===== src/rtl/cn_ff_ctrl_pkg.sv =====
// Shared types for the CN flip-flop controller: opcodes, FSM states and
// the width of the post-reset clear counter.
package cn_ff_ctrl_pkg;

  localparam int INIT_CNT_W = 4;

  typedef enum logic [2:0] {
    OP_NOP    = 3'd0,
    OP_SET    = 3'd1,
    OP_CLEAR  = 3'd2,
    OP_TOGGLE = 3'd3,
    OP_WRITE  = 3'd4,
    OP_PULSE  = 3'd5
  } cn_op_e;

  typedef enum logic [2:0] {
    ST_INIT   = 3'd0,
    ST_IDLE   = 3'd1,
    ST_ISSUE  = 3'd2,
    ST_PULSE2 = 3'd3,
    ST_CHECK  = 3'd4
  } state_e;

  function automatic logic op_legal(input logic [2:0] op);
    return (op <= 3'd5);
  endfunction

  // The first phase of PULSE behaves as SET; illegal codes degrade to NOP.
  function automatic logic [2:0] issue_op(input logic [2:0] op);
    logic [2:0] res;
    case (op)
      OP_PULSE: res = OP_SET;
      3'd6, 3'd7: res = OP_NOP;
      default: res = op;
    endcase
    return res;
  endfunction

endpackage


===== src/rtl/cn_ff_ctrl_if.sv =====
// Command and flip-flop-facing bus of the CN flip-flop controller.
interface cn_ff_ctrl_if #(parameter int WIDTH = 8);
  logic             cmd_valid;
  logic             cmd_ready;
  logic [2:0]       cmd_op;
  logic [WIDTH-1:0] cmd_mask;
  logic [WIDTH-1:0] cmd_data;
  logic [WIDTH-1:0] c;
  logic [WIDTH-1:0] n;
  logic [WIDTH-1:0] q_fb;
  logic [WIDTH-1:0] shadow;
  logic             busy;
  logic             err;
  logic             err_clr;

  modport master (
    output cmd_valid, cmd_op, cmd_mask, cmd_data, err_clr, q_fb,
    input  cmd_ready, c, n, shadow, busy, err
  );

  modport slave (
    input  cmd_valid, cmd_op, cmd_mask, cmd_data, err_clr, q_fb,
    output cmd_ready, c, n, shadow, busy, err
  );
endinterface


===== src/rtl/cn_bit_enc.sv =====
// Per-bit encoder: turns an opcode and the expected flip-flop state into
// the C/N drive for that bit and the state it will have afterwards.
module cn_bit_enc
  import cn_ff_ctrl_pkg::*;
(
  input  logic [2:0] op,
  input  logic       mask,
  input  logic       data,
  input  logic       shadow,
  output logic       c,
  output logic       n,
  output logic       next_shadow
);

  // n=0 holds, n=1/c=0 clears, n=1/c=1 toggles the flip-flop
  always_comb begin
    c           = 1'b0;
    n           = 1'b0;
    next_shadow = shadow;
    if (mask) begin
      case (op)
        OP_SET:    begin n = ~shadow;        c = 1'b1; next_shadow = 1'b1;    end
        OP_CLEAR:  begin n = shadow;         c = 1'b0; next_shadow = 1'b0;    end
        OP_TOGGLE: begin n = 1'b1;           c = 1'b1; next_shadow = ~shadow; end
        OP_WRITE:  begin n = shadow ^ data;  c = 1'b1; next_shadow = data;    end
        default:   begin n = 1'b0;           c = 1'b0; next_shadow = shadow;  end
      endcase
    end else begin
      c           = 1'b0;
      n           = 1'b0;
      next_shadow = shadow;
    end
  end

endmodule


===== src/rtl/cn_ff_ctrl.sv =====
// Controller driving a bank of CN flip-flops and tracking their expected state.
// Define CN_FF_CTRL_CHECK_EN to add the CHECK state comparing q_fb with shadow.
module cn_ff_ctrl
  import cn_ff_ctrl_pkg::*;
#(
  parameter int WIDTH       = 8,
  parameter int INIT_CYCLES = 1
) (
  input  logic          clk,
  input  logic          reset,
  cn_ff_ctrl_if.slave   bus
);

  localparam logic [INIT_CNT_W-1:0] INIT_LAST = INIT_CNT_W'(INIT_CYCLES - 1);
`ifdef CN_FF_CTRL_CHECK_EN
  localparam state_e ST_AFTER = ST_CHECK;
`else
  localparam state_e ST_AFTER = ST_IDLE;
  logic unused_q_s;
  assign unused_q_s = ^bus.q_fb;
`endif

  state_e                  state_r, state_next_s;
  logic [INIT_CNT_W-1:0]   init_cnt_r;
  logic [2:0]              op_r;
  logic [WIDTH-1:0]        mask_r;
  logic [WIDTH-1:0]        shadow_r, pend_shadow_r;
  logic [WIDTH-1:0]        c_r, n_r;
  logic                    cmd_ready_r, busy_r, err_r;
  logic                    err_set_s;
  logic [2:0]              enc_op_s;
  logic [WIDTH-1:0]        enc_mask_s, enc_data_s, enc_shadow_s;
  logic [WIDTH-1:0]        enc_c_s, enc_n_s, enc_next_s;

  for (genvar i = 0; i < WIDTH; i++) begin : g_enc
    cn_bit_enc u_enc (
      .op          (enc_op_s),
      .mask        (enc_mask_s[i]),
      .data        (enc_data_s[i]),
      .shadow      (enc_shadow_s[i]),
      .c           (enc_c_s[i]),
      .n           (enc_n_s[i]),
      .next_shadow (enc_next_s[i])
    );
  end

  // Next state plus the encoding for the phase about to be driven
  always_comb begin
    state_next_s = state_r;
    enc_op_s     = OP_NOP;
    enc_mask_s   = bus.cmd_mask;
    enc_data_s   = bus.cmd_data;
    enc_shadow_s = shadow_r;
    err_set_s    = 1'b0;
    case (state_r)
      ST_INIT: begin
        if (init_cnt_r == INIT_LAST) state_next_s = ST_IDLE;
        else                         state_next_s = ST_INIT;
      end
      ST_IDLE: begin
        if (bus.cmd_valid) begin
          state_next_s = ST_ISSUE;
          enc_op_s     = issue_op(bus.cmd_op);
          err_set_s    = ~op_legal(bus.cmd_op);
        end else begin
          state_next_s = ST_IDLE;
        end
      end
      ST_ISSUE: begin
        // The clear phase of PULSE works from the post-SET state
        enc_mask_s   = mask_r;
        enc_shadow_s = pend_shadow_r;
        if (op_r == OP_PULSE) begin
          state_next_s = ST_PULSE2;
          enc_op_s     = OP_CLEAR;
        end else begin
          state_next_s = ST_AFTER;
        end
      end
      ST_PULSE2: state_next_s = ST_AFTER;
`ifdef CN_FF_CTRL_CHECK_EN
      ST_CHECK: begin
        state_next_s = ST_IDLE;
        err_set_s    = (bus.q_fb != shadow_r);
      end
`endif
      default: state_next_s = ST_INIT;
    endcase
  end

  // State, command capture, shadow tracking and registered outputs
  always_ff @(posedge clk) begin
    if (reset) begin
      state_r       <= ST_INIT;
      init_cnt_r    <= '0;
      op_r          <= OP_NOP;
      mask_r        <= '0;
      shadow_r      <= '0;
      pend_shadow_r <= '0;
      c_r           <= '0;
      n_r           <= '1;
      cmd_ready_r   <= 1'b0;
      busy_r        <= 1'b1;
      err_r         <= 1'b0;
    end else begin
      state_r    <= state_next_s;
      init_cnt_r <= (state_r == ST_INIT) ? init_cnt_r + INIT_CNT_W'(1) : '0;
      if (state_r == ST_IDLE && bus.cmd_valid) begin
        op_r   <= bus.cmd_op;
        mask_r <= bus.cmd_mask;
      end
      if (state_next_s == ST_ISSUE || state_next_s == ST_PULSE2)
        pend_shadow_r <= enc_next_s;
      if (state_r == ST_ISSUE || state_r == ST_PULSE2)
        shadow_r <= pend_shadow_r;
      case (state_next_s)
        ST_INIT:             begin c_r <= '0;      n_r <= '1;      end
        ST_ISSUE, ST_PULSE2: begin c_r <= enc_c_s; n_r <= enc_n_s; end
        default:             begin c_r <= '0;      n_r <= '0;      end
      endcase
      cmd_ready_r <= (state_next_s == ST_IDLE);
      busy_r      <= (state_next_s != ST_IDLE);
      if (err_set_s)        err_r <= 1'b1;
      else if (bus.err_clr) err_r <= 1'b0;
      else                  err_r <= err_r;
    end
  end

  assign bus.cmd_ready = cmd_ready_r;
  assign bus.c         = c_r;
  assign bus.n         = n_r;
  assign bus.shadow    = shadow_r;
  assign bus.busy      = busy_r;
  assign bus.err       = err_r;

endmodule

===== src/flat_wrapper.sv =====
// flat-port wrapper written by rule: the top's interface ports become plain ports
module cn_ff_ctrl_flat import cn_ff_ctrl_pkg::*;
#(
  parameter int WIDTH       = 8,
  parameter int INIT_CYCLES = 1
)
  (clk, reset, bus_cmd_valid, bus_cmd_op, bus_cmd_mask, bus_cmd_data, bus_err_clr, bus_q_fb, bus_cmd_ready, bus_c, bus_n, bus_shadow, bus_busy, bus_err);
  cn_ff_ctrl_if #(.WIDTH(WIDTH)) bus_i ();
  input  logic clk;
  input  logic reset;
  input wire logic [$bits(bus_i.cmd_valid)-1:0] bus_cmd_valid;
  input wire logic [$bits(bus_i.cmd_op)-1:0] bus_cmd_op;
  input wire logic [$bits(bus_i.cmd_mask)-1:0] bus_cmd_mask;
  input wire logic [$bits(bus_i.cmd_data)-1:0] bus_cmd_data;
  input wire logic [$bits(bus_i.err_clr)-1:0] bus_err_clr;
  input wire logic [$bits(bus_i.q_fb)-1:0] bus_q_fb;
  output wire logic [$bits(bus_i.cmd_ready)-1:0] bus_cmd_ready;
  output wire logic [$bits(bus_i.c)-1:0] bus_c;
  output wire logic [$bits(bus_i.n)-1:0] bus_n;
  output wire logic [$bits(bus_i.shadow)-1:0] bus_shadow;
  output wire logic [$bits(bus_i.busy)-1:0] bus_busy;
  output wire logic [$bits(bus_i.err)-1:0] bus_err;
  assign bus_i.cmd_valid = bus_cmd_valid;
  assign bus_i.cmd_op = bus_cmd_op;
  assign bus_i.cmd_mask = bus_cmd_mask;
  assign bus_i.cmd_data = bus_cmd_data;
  assign bus_i.err_clr = bus_err_clr;
  assign bus_i.q_fb = bus_q_fb;
  assign bus_cmd_ready = bus_i.cmd_ready;
  assign bus_c = bus_i.c;
  assign bus_n = bus_i.n;
  assign bus_shadow = bus_i.shadow;
  assign bus_busy = bus_i.busy;
  assign bus_err = bus_i.err;
  cn_ff_ctrl #(.WIDTH(WIDTH), .INIT_CYCLES(INIT_CYCLES)) u_core (.clk(clk), .reset(reset), .bus(bus_i));
endmodule

===== config.mk =====
export PLATFORM = sky130hd
export DESIGN_NAME = cn_ff_ctrl_flat
export DESIGN_NICKNAME = d
export VERILOG_FILES = /design/src/rtl/cn_ff_ctrl_pkg.sv /design/src/rtl/cn_ff_ctrl_if.sv /design/src/rtl/cn_bit_enc.sv /design/src/rtl/cn_ff_ctrl.sv /design/src/flat_wrapper.sv
export SDC_FILE = /design/constraint.sdc
export NUM_CORES = 1
export LEC_CHECK = 0
export CAP_MARGIN = 20
export CORE_MARGIN = 5
export CORE_UTILIZATION = 54
export CTS_CLUSTER_SIZE = 10
export DETAILED_ROUTE_END_ITERATION = 12
export PLACE_DENSITY = 0.85
export SLEW_MARGIN = 0
export SYNTH_ARGS = -nofsm -noshare
export SYNTH_HDL_FRONTEND = slang
export SYNTH_SLANG_ARGS = --single-unit

===== constraint.sdc =====
create_clock -name clk -period 3 [get_ports clk]
set_input_delay 0.6 -clock clk [delete_from_list [all_inputs] [get_ports clk]]
set_output_delay 0.6 -clock clk [all_outputs]
set_load 0.01 [all_outputs]

Yosys cells after proc, flatten, opt, wreduce, memory -nomap -nowiden
Index checks and enable logic that the tools add are counted.
{ "op_classes": {"addsub": 1, "n_mul": 0, "div_mod_pow": 0, "n_lt_le_gt_ge": 1, "n_eq_ne": 15, "shift": 0, "mux": 48, "bitwise_logic": 27, "reduce_logical": 19} }
{ "ops": {"columns": ["cell", "n"], "rows": [
  ["$pmux 1 s4", 16],
  ["$reduce_or 3->1", 9],
  ["$mux 1", 22],
  ["$not 1->1", 19],
  ["$eq 3x2->1 const B", 6],
  ["$mux 8", 2],
  ["$pmux 8 s2", 1],
  ["$eq 3x3->1 const B", 5],
  ["$pmux 3 s2", 2],
  ["$pmux 3 s4", 1],
  ["$eq 3x1->1 const B", 3],
  ["$xor 1x1->1", 8],
  ["$logic_not 3->1", 2],
  ["$mux 2", 3],
  ["$reduce_or 2->1", 3],
  ["$add 4x1->4 const B", 1],
  ["$logic_not 4->1", 1],
  ["$le 3x3->1 const B", 1],
  ["$mux 3", 1],
  ["$ne 3x1->1 const B", 1],
  ["$logic_or 1x1->1", 2],
  ["$reduce_bool 2->1", 1],
  ["$logic_and 1x1->1", 1]
]} }
{ "totals": {"reg_bits": 53, "latch_bits": 0, "ram_bits": 0, "mem_bits_ro": 0, "inputBits": 31, "out_inout_bits": 27, "word_cells": 129, "mem_count": 0} }

Longest topological paths before layout
{ "logic_depth": {"word_depth": 9, "mapped_depth": 10, "depth_no_buf": 8} }

Modules after synthesis
From an unflattened synthesis, not the netlist that was laid out.
{ "unflattened": {"cells_unflattened": 342, "area_unflattened_um2": 3011.6} }
{ "by_module_without_submodules": {"columns": ["module", "instances", "cells_per_inst", "area_per_inst_um2", "seq_area_each_um2"], "rows": [
  ["cn_ff_ctrl", 1, 222, 2090.8, 1041.0],
  ["cn_bit_enc", 8, 15, 115.1, 0.0]
]} }

Least setup slack after synthesis
OpenSTA, ideal clock, no wires.
{ "synth_path": {"path_type": "reg-to-reg", "from": "register u_core.state_r[0]", "to": "register u_core.pend_shadow_r[4]", "setup_time_ps": 130, "arrival_ps": 1946, "t_required_ps": 2870, "path_slack_ps": 924, "stages_incl_launch_ff": 10, "path_buffers": 2, "synth_period_minus_slack_ps": 2076, "cell_sequence": "dfxtp_1 -> inv_1 -> ha_1 -> buf_6 -> and4b_1 -> buf_6 -> mux2_4 -> a211oi_2 -> mux2i_1 -> o31ai_2"} }
{ "synth_between": {"elab_chain_len": 5, "word_cells_on_any_way": 18, "classes_between": "9 x eq/ne; 6 x mux; 1 x bitwise; 2 x reduce/logical"} }
{ "synth_lines": {"columns": ["item", "line_no", "source"], "rows": [
  ["start: declaration", "cn_ff_ctrl.sv:23", "state_e state_r, state_next_s;"],
  ["start signal: assignment", "cn_ff_ctrl.sv:106", "state_r <= state_next_s;"],
  ["$eq 3x2->1 / $eq 3x1->1 (equally long branches)", "cn_ff_ctrl.sv:55", "case (state_r)"],
  ["$pmux 3 s2 / $mux 8 (equally long branches)", "cn_ff_ctrl.sv:55", null],
  ["$eq 3x3->1, or another cell as far along", "cn_bit_enc.sv:21", "case (op)"],
  ["$pmux 1 s4", "cn_bit_enc.sv:21", null],
  ["$mux 1", "cn_bit_enc.sv:20", "if (mask) begin"],
  ["end signal: assignment", "cn_ff_ctrl.sv:113", "pend_shadow_r <= enc_next_s;"],
  ["end: declaration", "cn_ff_ctrl.sv:27", "logic [WIDTH-1:0] shadow_r, pend_shadow_r;"]
]} }
Parallel ways exist; a longest one is shown, timed or not.
A chain may end at the register's enable or synchronous reset.

Worst setup path in the final report
{ "layout_path": {"from": "register u_core.state_r[0]", "to": "register u_core.n_r[7] (netlist: u_core.bus.n[7])"} }
{ "layout_between": {"elab_chain_len": 6, "word_cells_on_any_way": 21, "classes_between": "9 x eq/ne; 7 x mux; 2 x bitwise; 3 x reduce/logical"} }
{ "layout_lines": {"columns": ["item", "line_no", "source"], "rows": [
  ["$eq 3x2->1 / $eq 3x1->1 (equally long branches)", "cn_ff_ctrl.sv:55", null],
  ["$pmux 3 s2 / $mux 8 (equally long branches)", "cn_ff_ctrl.sv:55", null],
  ["$eq 3x3->1, or another cell as far along", "cn_bit_enc.sv:21", null],
  ["$pmux 1 s4", "cn_bit_enc.sv:21", null],
  ["$mux 1", "cn_bit_enc.sv:20", null],
  ["$pmux 8 s2 *", "cn_ff_ctrl.sv:116", "case (state_next_s)"],
  ["end signal: assignment", "cn_ff_ctrl.sv:118", "ST_ISSUE, ST_PULSE2: begin c_r <= enc_c_s; n_r <= enc_n_s; end"],
  ["end: declaration", "cn_ff_ctrl.sv:28", "logic [WIDTH-1:0] c_r, n_r;"]
]} }
Every way passes the cells marked *; elsewhere a longest branch is shown, timed or not.

==> flow_summary.yaml <==
yosys:
  ys_ff_latch: 52
  synth_area_mm2: 0.00262
  synth_edf_count: 0
  synth_common_cells: "dfxtp_1, nand2_1, a21oi_1"
  syn_nets: 328
  ys_dominant_reg_cell: "dfxtp_1"
  yosysUniqueCellTypes: 48
  synth_most_common_cell: "dfxtp_1"
  synth_top_area_share_pct: 39.8
  synth_area_per_cell_um2: 8.99
  ys_seq_area_share_pct: 39.8
  synth_top_area_cell: "dfxtp_1"
  synthCells: 291
  ys.warnings.count: 0
  yosys-top-cells-area: "dfxtp_1, mux2i_1, a21oi_1"
  async_flop_share_pct: 0
global_route:
  antenna_found_initial: 0
  grt_pass1_wl_um: 10200
  grt_max_degree: 18
  globalRouteTotalUtil_pct: 20.4
  grt_pass1_vias: 2190
  grt-ovfl-total: 0
placed_design:
  gp_congestion: 0.899
  dp_slack_ns: 0.365
  port_buffers: 49
  dp_hpwl_um: 4740
  dp.cells: 398
worst_setup_path:
  worstPathMaxFanout: 17
  reg2reg_depth: 9
  crit_path_end: "u_core.bus.n[7]"
  reg2reg_from: "u_core.state_r[0]"
  crit_path_end_kind: "flop"
  startpoint: "u_core.state_r[0]"
  cp_data_required_time_ns: 3.25
  path_class: "reg2reg"
  reg2reg_setup_slack_ns: 0.48
  regToRegEndpoint: "u_core.bus.n[7]"
  critical_path_arrival_ns: 2.77
  worstSetupStartpointType: "flop"
clocking:
  hold_buffers: 0
  root_buffer: "clkbuf_8"
  clk_latency_ns: 0.30
  cts_buffers: 5
  clkTransAtPathRegs_ns: 0.09
  htreeDepth: 2
  clock-sinks: 52
  post_cts_buffers: 0
  cts_tree: "built"
  postCtsResizedCells: 0
  clockBufferDepth: 2
routing:
  via_count: 2305
  drc: 0
  drtIter0Drc: 244
  ant_nets: 0
  via_per_inst: 5.68
  first_pass_iters: 4
  routed_wl_um: 6200
  wl_per_cell_um: 15.3
sta:
  slew-limit-headroom_pct: 54.4
  finalSetupViolCount: 0
  rsz0062_at_grt: "false"
  timing.final.ws_setup_ns: 0.481
  fmax_mhz: 397
  slew_viol_final: 0
  final_hold_viol_count: 0
  finalCritPeriodShare_pct: 84.0
  tightestPinTransition_ns: 0.679
  layout_min_cycle_time_ns: 2.52
  finalSetupTns_ns: 0
  clock_skew_ns: 0.00267
floorplan:
  io_pins: 58
  core_area_mm2: 0.00472
  die-area_mm2: 0.00633
  die_x_um: 79.6
  row_count: 25
  die_h_um: 79.6
  start_util_pct: 55.4
power_and_ir_drop:
  max-vdd-ir-drop_uv: 307
  powerDensity_mw_per_mm2: 512
  total_power_mw: 1.67
  power.leakage_nw: 1.18
min_path:
  holdCritPathClass: "reg2reg"
final_layout:
  diodes: 0
  final_core_util_pct: 69.1
  drive_above_1_share_pct: 10.0
  fin_cells: 406
  syn2layout_area_growth_pct: 24.7
  final_nets: 375
run_status:
  status: "finished clean"
run:
  drv_cap: 0
state kept, by name, summed over array words and instances, names as in the netlist:
name,count
u_core.mask_r,8
u_core.state_r,2
u_core.bus.cmd_ready,1
u_core.bus.shadow,8
u_core.pend_shadow_r,8
u_core.op_r,3
u_core.bus.c,8
u_core.init_cnt_r,4
u_core.bus.busy,1
u_core.bus.err,1
u_core.bus.n,8
worst max-delay path: stages, from the launching register on:
cell and delay [ns]:
dfxtp_1 0.37, inv_1 0.08, ha_1 0.24, buf_4 0.21, nor2_2 0.34, nand2_1 0.15, o21ai_0 0.30, inv_2 0.07
nor2_1 0.50, a31o_2 0.19
worst min-delay path by stage:
stage,start,to,slack [ns],cells past startpoint
after CTS,u_core.mask_r[4],u_core.mask_r[4],0.46,2
after floorplan,u_core.init_cnt_r[0],u_core.init_cnt_r[0],0.43,1
final,u_core.mask_r[4],u_core.mask_r[4],0.46,2
after global placement,u_core.mask_r[6],u_core.mask_r[6],0.44,2
after detailed placement,u_core.mask_r[4],u_core.mask_r[4],0.45,2
after global routing,u_core.op_r[2],u_core.op_r[2],0.49,2
cells by family (layout without fill, tap and decap cells):
logic type | Yosys count | in the layout | synth area share (%)
buffers and inverters | 27 | 75 | 4.55
XOR/XNOR | 8 | 8 | 2.68
adder cells (fa/ha/maj) | 6 | 6 | 2.87
multiplexers | 26 | 26 | 10.2
flip-flops | 52 | 52 | 39.8
AND/OR/NAND/NOR | 83 | 83 | 15.3
AO/OA/AOI/OAI | 89 | 89 | 24.6
area by class of cell:
class	count	area (um^2)
repair buffers	58	558
inverters	9	33.8
fillers	379	1460
clock buffers	8	90.1
multi-input cells	212	1460
flip-flops and latches	52	1040
well taps	67	83.8
power by group:
part	switching [mW]	internal (mW)	leakage (nW)
sequential	0.0308	0.765	0.424
combinational	0.243	0.225	0.707
clock	0.218	0.189	0.0455
placed cells by master, fill, tap and decap left out, drive strengths merged, types with 2 or more instances in the layout:
cell type,count
nor2,22
clkdlybuf4s50,49
nand2b,2
nor3,3
nor3b,3
o211ai,3
a21o,8
buf,9
o221ai,6
nand2,39
dfxtp,52
and2,3
ha,6
a21oi,30
a2bb2oi,5
clkbuf,8
mux2,3
a211oi,10
inv,9
xnor2,2
o21ai,12
xor2,6
nor2b,2
mux2i,23
a22o,7
nand3,3
through the flow:
stage                     hold slack (ns)  cell area, um^2
final                               0.461             3260
after global routing                0.491             3260
after CTS                           0.462             3260
after detailed placement            0.450             3170
after global placement              0.441             3170
after floorplan                     0.430             2620
routing by layer:
| layer | wire length (um) | track usage, % |
|---|---|---|
| met2 | 3170 | 35.5 |
| met5 | 0 | 0 |
| met3 | 324 | 4.29 |
| met4 | 92 | 6.36 |
| met1 | 2610 | 25.2 |
Note: power is estimated with default switching activity, not from simulation.
